$ cat src/rtl/fft_bfp_frame_adapter.sv
// Block-floating-point to fixed-point frame adapter for the FFT source stream.
// Frame-checking FSM, two-stage scale/saturate pipeline and output FIFO.
module fft_bfp_frame_adapter #(
    parameter int IN_W       = 32,
    parameter int OUT_W      = 24,
    parameter int LOG2_N_MAX = 12,
    parameter int FIFO_DEPTH = 8
) (
    input  logic             clk,
    input  logic             reset_n,
    input  logic             sink_valid,
    output logic             sink_ready,
    input  logic [1:0]       sink_error,
    input  logic             sink_sop,
    input  logic             sink_eop,
    input  logic [IN_W-1:0]  sink_real,
    input  logic [IN_W-1:0]  sink_imag,
    input  logic [5:0]       sink_exp,
    input  logic [3:0]       cfg_log2_len,
    input  logic [6:0]       cfg_bias,
    output logic             source_valid,
    input  logic             source_ready,
    output logic [1:0]       source_error,
    output logic             source_sop,
    output logic             source_eop,
    output logic [OUT_W-1:0] source_real,
    output logic [OUT_W-1:0] source_imag,
    output logic [15:0]      stat_frames,
    output logic [15:0]      stat_errors
);

    localparam int CW = LOG2_N_MAX + 1;
    localparam int W1 = 2 * IN_W + 1;
    localparam int AW = $clog2(FIFO_DEPTH);
    localparam int EW = 2 * OUT_W + 4;
    localparam logic [3:0] LMAX = (LOG2_N_MAX > 15) ? 4'd15 : 4'(LOG2_N_MAX);
    localparam logic signed [W1-1:0] SAT_MAX = W1'({1'b0, {(OUT_W-1){1'b1}}});
    localparam logic signed [W1-1:0] SAT_MIN = ~SAT_MAX;

    typedef enum logic [1:0] {IDLE, IN_FRAME, DROP} state_t;

    state_t          state_q, state_d;
    logic [5:0]      exp_q, exp_d;
    logic [CW-1:0]   len_q, len_d, cnt_q, cnt_d;
    logic [CW-1:0]   len_new, beat_num;
    logic [3:0]      log2_eff;
    logic            accept, emit, emit_sop, emit_eop, stray;
    logic [1:0]      fsm_err, emit_err;
    logic [5:0]      exp_eff;
    logic signed [7:0] shift_s;

    // Wide intermediate holds value << IN_W without wrap, so saturation sees the true magnitude.
    function automatic logic signed [W1-1:0] scale(input logic signed [IN_W-1:0] v,
                                                   input logic signed [7:0] s);
        logic signed [IN_W:0] ve, half;
        int m;
        m = int'(s);
        if (m >= 0) begin
            if (m > IN_W) m = IN_W;
            return W1'(v) <<< m;
        end
        m = -m;
        if (m > IN_W) m = IN_W;
        ve   = (IN_W+1)'(v);
        half = (IN_W+1)'(1) << (m - 1);
        return W1'((ve + half) >>> m);
    endfunction

    function automatic logic [OUT_W-1:0] sat(input logic signed [W1-1:0] x);
        if (x > SAT_MAX) return SAT_MAX[OUT_W-1:0];
        if (x < SAT_MIN) return SAT_MIN[OUT_W-1:0];
        return x[OUT_W-1:0];
    endfunction

    assign accept   = sink_valid & sink_ready;
    assign log2_eff = (cfg_log2_len > LMAX) ? LMAX : cfg_log2_len;
    assign len_new  = CW'(1) << log2_eff;
    assign beat_num = cnt_q + CW'(1);
    assign exp_eff  = (state_q == IDLE) ? sink_exp : exp_q;
    assign shift_s  = $signed({cfg_bias[6], cfg_bias}) - $signed({{2{exp_eff[5]}}, exp_eff});
    assign emit_err = fsm_err | sink_error;

    // NOTE: every output of this block gets a default first so no path infers a latch.
    always_comb begin
        state_d  = state_q;
        exp_d    = exp_q;
        len_d    = len_q;
        cnt_d    = cnt_q;
        emit     = 1'b0;
        emit_sop = 1'b0;
        emit_eop = 1'b0;
        fsm_err  = 2'b00;
        stray    = 1'b0;
        if (accept) begin
            unique case (state_q)
                IDLE: begin
                    if (sink_sop) begin
                        emit     = 1'b1;
                        emit_sop = 1'b1;
                        exp_d    = sink_exp;
                        len_d    = len_new;
                        cnt_d    = CW'(1);
                        if (len_new == CW'(1)) begin
                            emit_eop = 1'b1;
                            if (!sink_eop) begin
                                fsm_err = 2'b10;
                                state_d = DROP;
                            end
                        end else if (sink_eop) begin
                            emit_eop = 1'b1;
                            fsm_err  = 2'b11;
                        end else begin
                            state_d = IN_FRAME;
                        end
                    end else begin
                        stray = 1'b1;
                    end
                end
                IN_FRAME: begin
                    emit = 1'b1;
                    if (beat_num == len_q) begin
                        emit_eop = 1'b1;
                        fsm_err  = sink_eop ? 2'b00 : 2'b10;
                        state_d  = sink_eop ? IDLE : DROP;
                    end else if (sink_eop) begin
                        emit_eop = 1'b1;
                        fsm_err  = 2'b11;
                        state_d  = IDLE;
                    end else begin
                        cnt_d = beat_num;
                    end
                end
                DROP: begin
                    if (sink_eop) state_d = IDLE;
                end
                default: state_d = IDLE;
            endcase
        end
    end

    logic                    s1_valid, s1_sop, s1_eop;
    logic [1:0]              s1_err;
    logic signed [W1-1:0]    s1_re, s1_im;
    logic                    s2_valid, s2_sop, s2_eop;
    logic [1:0]              s2_err;
    logic [OUT_W-1:0]        s2_re, s2_im;
    logic [AW-1:0]           wr_ptr, rd_ptr;
    logic [AW:0]             fifo_cnt, fifo_cnt_d;
    logic                    push, pop;
    logic [EW-1:0]           rd_entry;
    logic [EW-1:0]           mem [FIFO_DEPTH];
    int                      room;

    assign push         = s2_valid;
    assign source_valid = (fifo_cnt != '0);
    assign pop          = source_valid & source_ready;
    assign fifo_cnt_d   = fifo_cnt + (AW+1)'(push) - (AW+1)'(pop);
    // Room counts beats already committed to the pipeline, so an accepted beat always finds a slot.
    assign room         = FIFO_DEPTH - int'(fifo_cnt_d) - int'(accept & emit) - int'(s1_valid);

    // NOTE: sequential state uses non-blocking assignments so every flop samples pre-edge values.
    always_ff @(posedge clk or negedge reset_n) begin
        if (!reset_n) begin
            state_q     <= IDLE;
            exp_q       <= '0;
            len_q       <= CW'(1);
            cnt_q       <= '0;
            sink_ready  <= 1'b0;
            stat_frames <= '0;
            stat_errors <= '0;
            s1_valid    <= 1'b0;
            s1_sop      <= 1'b0;
            s1_eop      <= 1'b0;
            s1_err      <= '0;
            s1_re       <= '0;
            s1_im       <= '0;
            s2_valid    <= 1'b0;
            s2_sop      <= 1'b0;
            s2_eop      <= 1'b0;
            s2_err      <= '0;
            s2_re       <= '0;
            s2_im       <= '0;
            wr_ptr      <= '0;
            rd_ptr      <= '0;
            fifo_cnt    <= '0;
        end else begin
            state_q    <= state_d;
            exp_q      <= exp_d;
            len_q      <= len_d;
            cnt_q      <= cnt_d;
            sink_ready <= (room >= 3);
            if (emit && emit_eop && emit_err == 2'b00 && stat_frames != 16'hFFFF)
                stat_frames <= stat_frames + 16'd1;
            if ((stray || (emit && emit_err != 2'b00)) && stat_errors != 16'hFFFF)
                stat_errors <= stat_errors + 16'd1;

            s1_valid <= accept & emit;
            s1_sop   <= emit_sop;
            s1_eop   <= emit_eop;
            s1_err   <= emit_err;
            s1_re    <= scale(sink_real, shift_s);
            s1_im    <= scale(sink_imag, shift_s);

            s2_valid <= s1_valid;
            s2_sop   <= s1_sop;
            s2_eop   <= s1_eop;
            s2_err   <= s1_err;
            s2_re    <= sat(s1_re);
            s2_im    <= sat(s1_im);

            if (push) wr_ptr <= wr_ptr + AW'(1);
            if (pop)  rd_ptr <= rd_ptr + AW'(1);
            fifo_cnt <= fifo_cnt_d;
        end
    end

    // NOTE: FIFO storage has no reset; stale entries are never visible because outputs are gated by occupancy.
    always_ff @(posedge clk) begin
        if (push) mem[wr_ptr] <= {s2_err, s2_sop, s2_eop, s2_im, s2_re};
    end

    assign rd_entry     = mem[rd_ptr];
    assign source_real  = source_valid ? rd_entry[OUT_W-1:0]         : '0;
    assign source_imag  = source_valid ? rd_entry[2*OUT_W-1:OUT_W]   : '0;
    assign source_eop   = source_valid ? rd_entry[2*OUT_W]           : 1'b0;
    assign source_sop   = source_valid ? rd_entry[2*OUT_W+1]         : 1'b0;
    assign source_error = source_valid ? rd_entry[2*OUT_W+3:2*OUT_W+2] : 2'b00;

endmodule
$ cat config.mk
export PLATFORM = sky130hd
export DESIGN_NAME = fft_bfp_frame_adapter
export DESIGN_NICKNAME = d
export VERILOG_FILES = /design/src/rtl/fft_bfp_frame_adapter.sv
export SDC_FILE = /design/constraint.sdc
export NUM_CORES = 2
export LEC_CHECK = 0
export ABC_AREA = 1
export BUFFER_PORTS_ARGS = -buffer_cell sky130_fd_sc_hd__buf_2
export CAP_MARGIN = 20
export CORE_MARGIN = 2
export CORE_UTILIZATION = 55
export CTS_CLUSTER_SIZE = 24
export DETAILED_ROUTE_END_ITERATION = 10
export PLACE_DENSITY = 0.72
export SLEW_MARGIN = 10
export SYNTH_ARGS = -nofsm -noshare
export SYNTH_HDL_FRONTEND = slang
export SYNTH_SLANG_ARGS = --single-unit
$ cat constraint.sdc
create_clock -name clk -period 10.8 [get_ports clk]
set_clock_uncertainty 0.15 [all_clocks]
set_input_delay 1.08 -clock clk [delete_from_list [all_inputs] [get_ports clk]]
set_output_delay 1.08 -clock clk [all_outputs]
set_load 0.05 [all_outputs]
==> impl_metrics.tcl <==
set metrics [dict create \
    yosysSeqAreaShare_pct 46.4 \
    synth_top_area_share_pct 30.3 \
    antenna_found_initial 2 \
    slew_headroom_pct 26.0 \
    worstPathRequired_ps 11180 \
    worstSkewPairLatency_ps 620 \
    num_io_pins 175 \
    fmax_ghz 0.102 \
    finalHoldViolations 0 \
    syn_area_mm2 0.0412 \
    die_x_um 278 \
    fp.dieH_um 278 \
    clockBufferDepth 3 \
    setup_viol_count_final 0 \
    clock_sinks 681 \
    status "finished, final reports clean" \
    utilization_pct 60.2 \
    start_util_pct 55.4 \
    first_pass_iters 6 \
    rsz0062_at_grt "no" \
    min_period_ps 9820 \
    tritoncts "yes" \
    hold_class "register to register" \
    min_path_cells 0 \
    drive_above_1_share_pct 8.36 \
    synth_seq_cells 681 \
    port_buffers 174 \
    grt_max_degree 180 \
    tns_ps 0 \
    core_region_area_mm2 0.0743 \
    yosysMostFrequentCell "nand2_1" \
    cp_slowest_stage_delay_ps 550 \
    cp-end-kind "register" \
    avgSynthCellArea_um2 7.69 \
    fin_crit_sh_pct 90.9 \
    worst_slew_pin_slew_ps 1100 \
    cts_buffers 59 \
    maxSlewViolCount 0 \
    ff2ff_path_depth 53 \
    htreeDepth 2 \
    drc 0 \
    drt_iter0_drc 4284 \
    crit_path_start_kind "register" \
    slowest_stage "nor2_2" \
    detail_route.wl_per_cell_um 20.6 \
    crit_arrival_ps 10200 \
    fin_nets 5534 \
    antenna_left 0 \
    synth_flop_cell "edfxtp_1" \
    die_area_mm2 0.0771 \
    yosys-top-cells-area "edfxtp_1, dfrtp_1, nand2_1, o21ai_0, nand3_1" \
    routed-via-count 38003 \
    grt_pass1_wl_um 201000 \
    post_cts_buffers 0 \
    globalRoute.totalOverflow 0 \
    grt_pass1_vias 34837 \
    place_hpwl_um 93100 \
    syn_nets 5547 \
    ys_warn_count 0 \
    synthToLayoutAreaGrowth_pct 8.63 \
    synthCells 5359 \
    ys_top_cells_by_count "nand2_1, o21ai_0, nand3_1" \
    cts_resized 0 \
    rows 100 \
    avgViaCountPerCell 5.97 \
    finalWirelength_um 131000 \
    gr-usage-all-layers_pct 33.4 \
    ctsHoldBuffers 0 \
    clk_pin_slew_ps 70 \
    synth-edff-count 416 \
    gp_congestion 1.02 \
    maxCapViolations 0 \
    cts_root_buf "clkbuf_16" \
    worstSetupPathType "register to register" \
    cp_max_fo 55 \
    async_reset_ff_share_pct 38.9 \
    synth_top_cell_by_area "edfxtp_1" \
    ys_types 65 \
]
state kept, by name (all words and copies together), names as in the netlist, 2 cells and up:
| signal | flops |
|---|---|
| stat_frames | 16 |
| s1_im | 65 |
| s2_re | 24 |
| s2_im | 24 |
| s1_re | 65 |
| stat_errors | 16 |
| wr_ptr | 3 |
| cnt_q | 13 |
| s1_err | 2 |
| exp_q | 6 |
| rd_ptr | 3 |
| s2_err | 2 |
| state_q | 2 |
| fifo_cnt | 4 |
| len_q | 13 |
| mem | 416 |
metal layers:
| metal | routed length (µm) | global-route usage (%) | part of all wire [%] | vias to the layer above |
|---|---|---|---|---|
| met4 | 6530 | 15.0 | 5.0 | 2 |
| met2 | 59800 | 53.2 | 46 | 1714 |
| met5 | 13 | 0 | 0.0099 | - |
| li1 | - | - | - | 18259 |
| met3 | 9450 | 3.55 | 7.2 | 313 |
| met1 | 55400 | 46.4 | 42 | 17715 |
worst max-delay path: cells and delay by family (launching register included):
family                   cells  cell delay [ps]
flip-flops                   1              450
buffers and inverters        4              440
AND/OR/NAND/NOR             38             5580
adder cells (fa/ha/maj)      5             1780
AO/OA/AOI/OAI                6             1350
path summary, 6_finish.rpt:
kind                        endpoint  slack, ps  startpoint
max reg2reg                 s1_re[1]        980  state_q[0]
max in group asynchronous   s2_im[7]       8710     reset_n
min                        s2_err[1]        200   s1_err[1]
max                         s1_re[1]        980  state_q[0]
min in group asynchronous   exp_q[3]        290     reset_n
min reg2reg                s2_err[1]        200   s1_err[1]
cell usage in the layout, fill, tap and decap left out, types with 11 or more instances in the layout:
cell       netlist  layout
nand4_1         54      54
nand2_1       1342    1337
nor3_1          42      42
a31oi_1         72      72
buf_4            7      57
xor2_1          29      29
bufinv_16        0      11
nor4_1          31      30
edfxtp_1       416     416
xnor2_1         16      16
clkbuf_16        0      59
nand3b_1        21      21
nand3_1        618     618
o22ai_1         83      83
o21ai_1         51      51
buf_2           26     173
a21oi_1        170     170
inv_1          327     321
o211ai_1        19      19
o21ai_0        640     640
ha_1            94      94
clkbuf_1       219      11
or2_2           15      15
dfrtp_1        264     262
nand2_2         25      29
nor2_1         586     576
inv_2           27      30
per-stage QoR:
step	hold slack [ps]	cell area [µm²]	setup slack (ps)	cells
global route	214	44700	88.7	6364
CTS	201	44700	1190	6363
finish	197	44700	980	6365
floorplan	181	41200	1530	5359
detailed placement	185	42600	776	6253
global placement	181	42600	886	6253
cell type report:
class	instances	area [µm²]
Multi-Input combinational cell	4012	19600
Antenna cell	1	2.50
Clock buffer	76	1600
Inverter	359	1360
Sequential cell	681	19100
Clock inverter	34	509
Tap cell	969	1210
Timing Repair Buffer	233	1360
Fill cell	6781	29600
logic make-up after synthesis:
family / count (synthesis) / synth area share, %
muxes: 6 / 0.146
DFF: 681 / 46.4
and+or+nand+nor: 2755 / 28.4
AOI/OAI and AO/OA: 1105 / 14.6
buffers and inverters: 666 / 6.32
xor gates and xnor gates: 47 / 1.04
adders and majority gates: 99 / 3.10
Power is not shown: default switching activity piles up to over one toggle a cycle in this logic, so the estimate is an artifact.
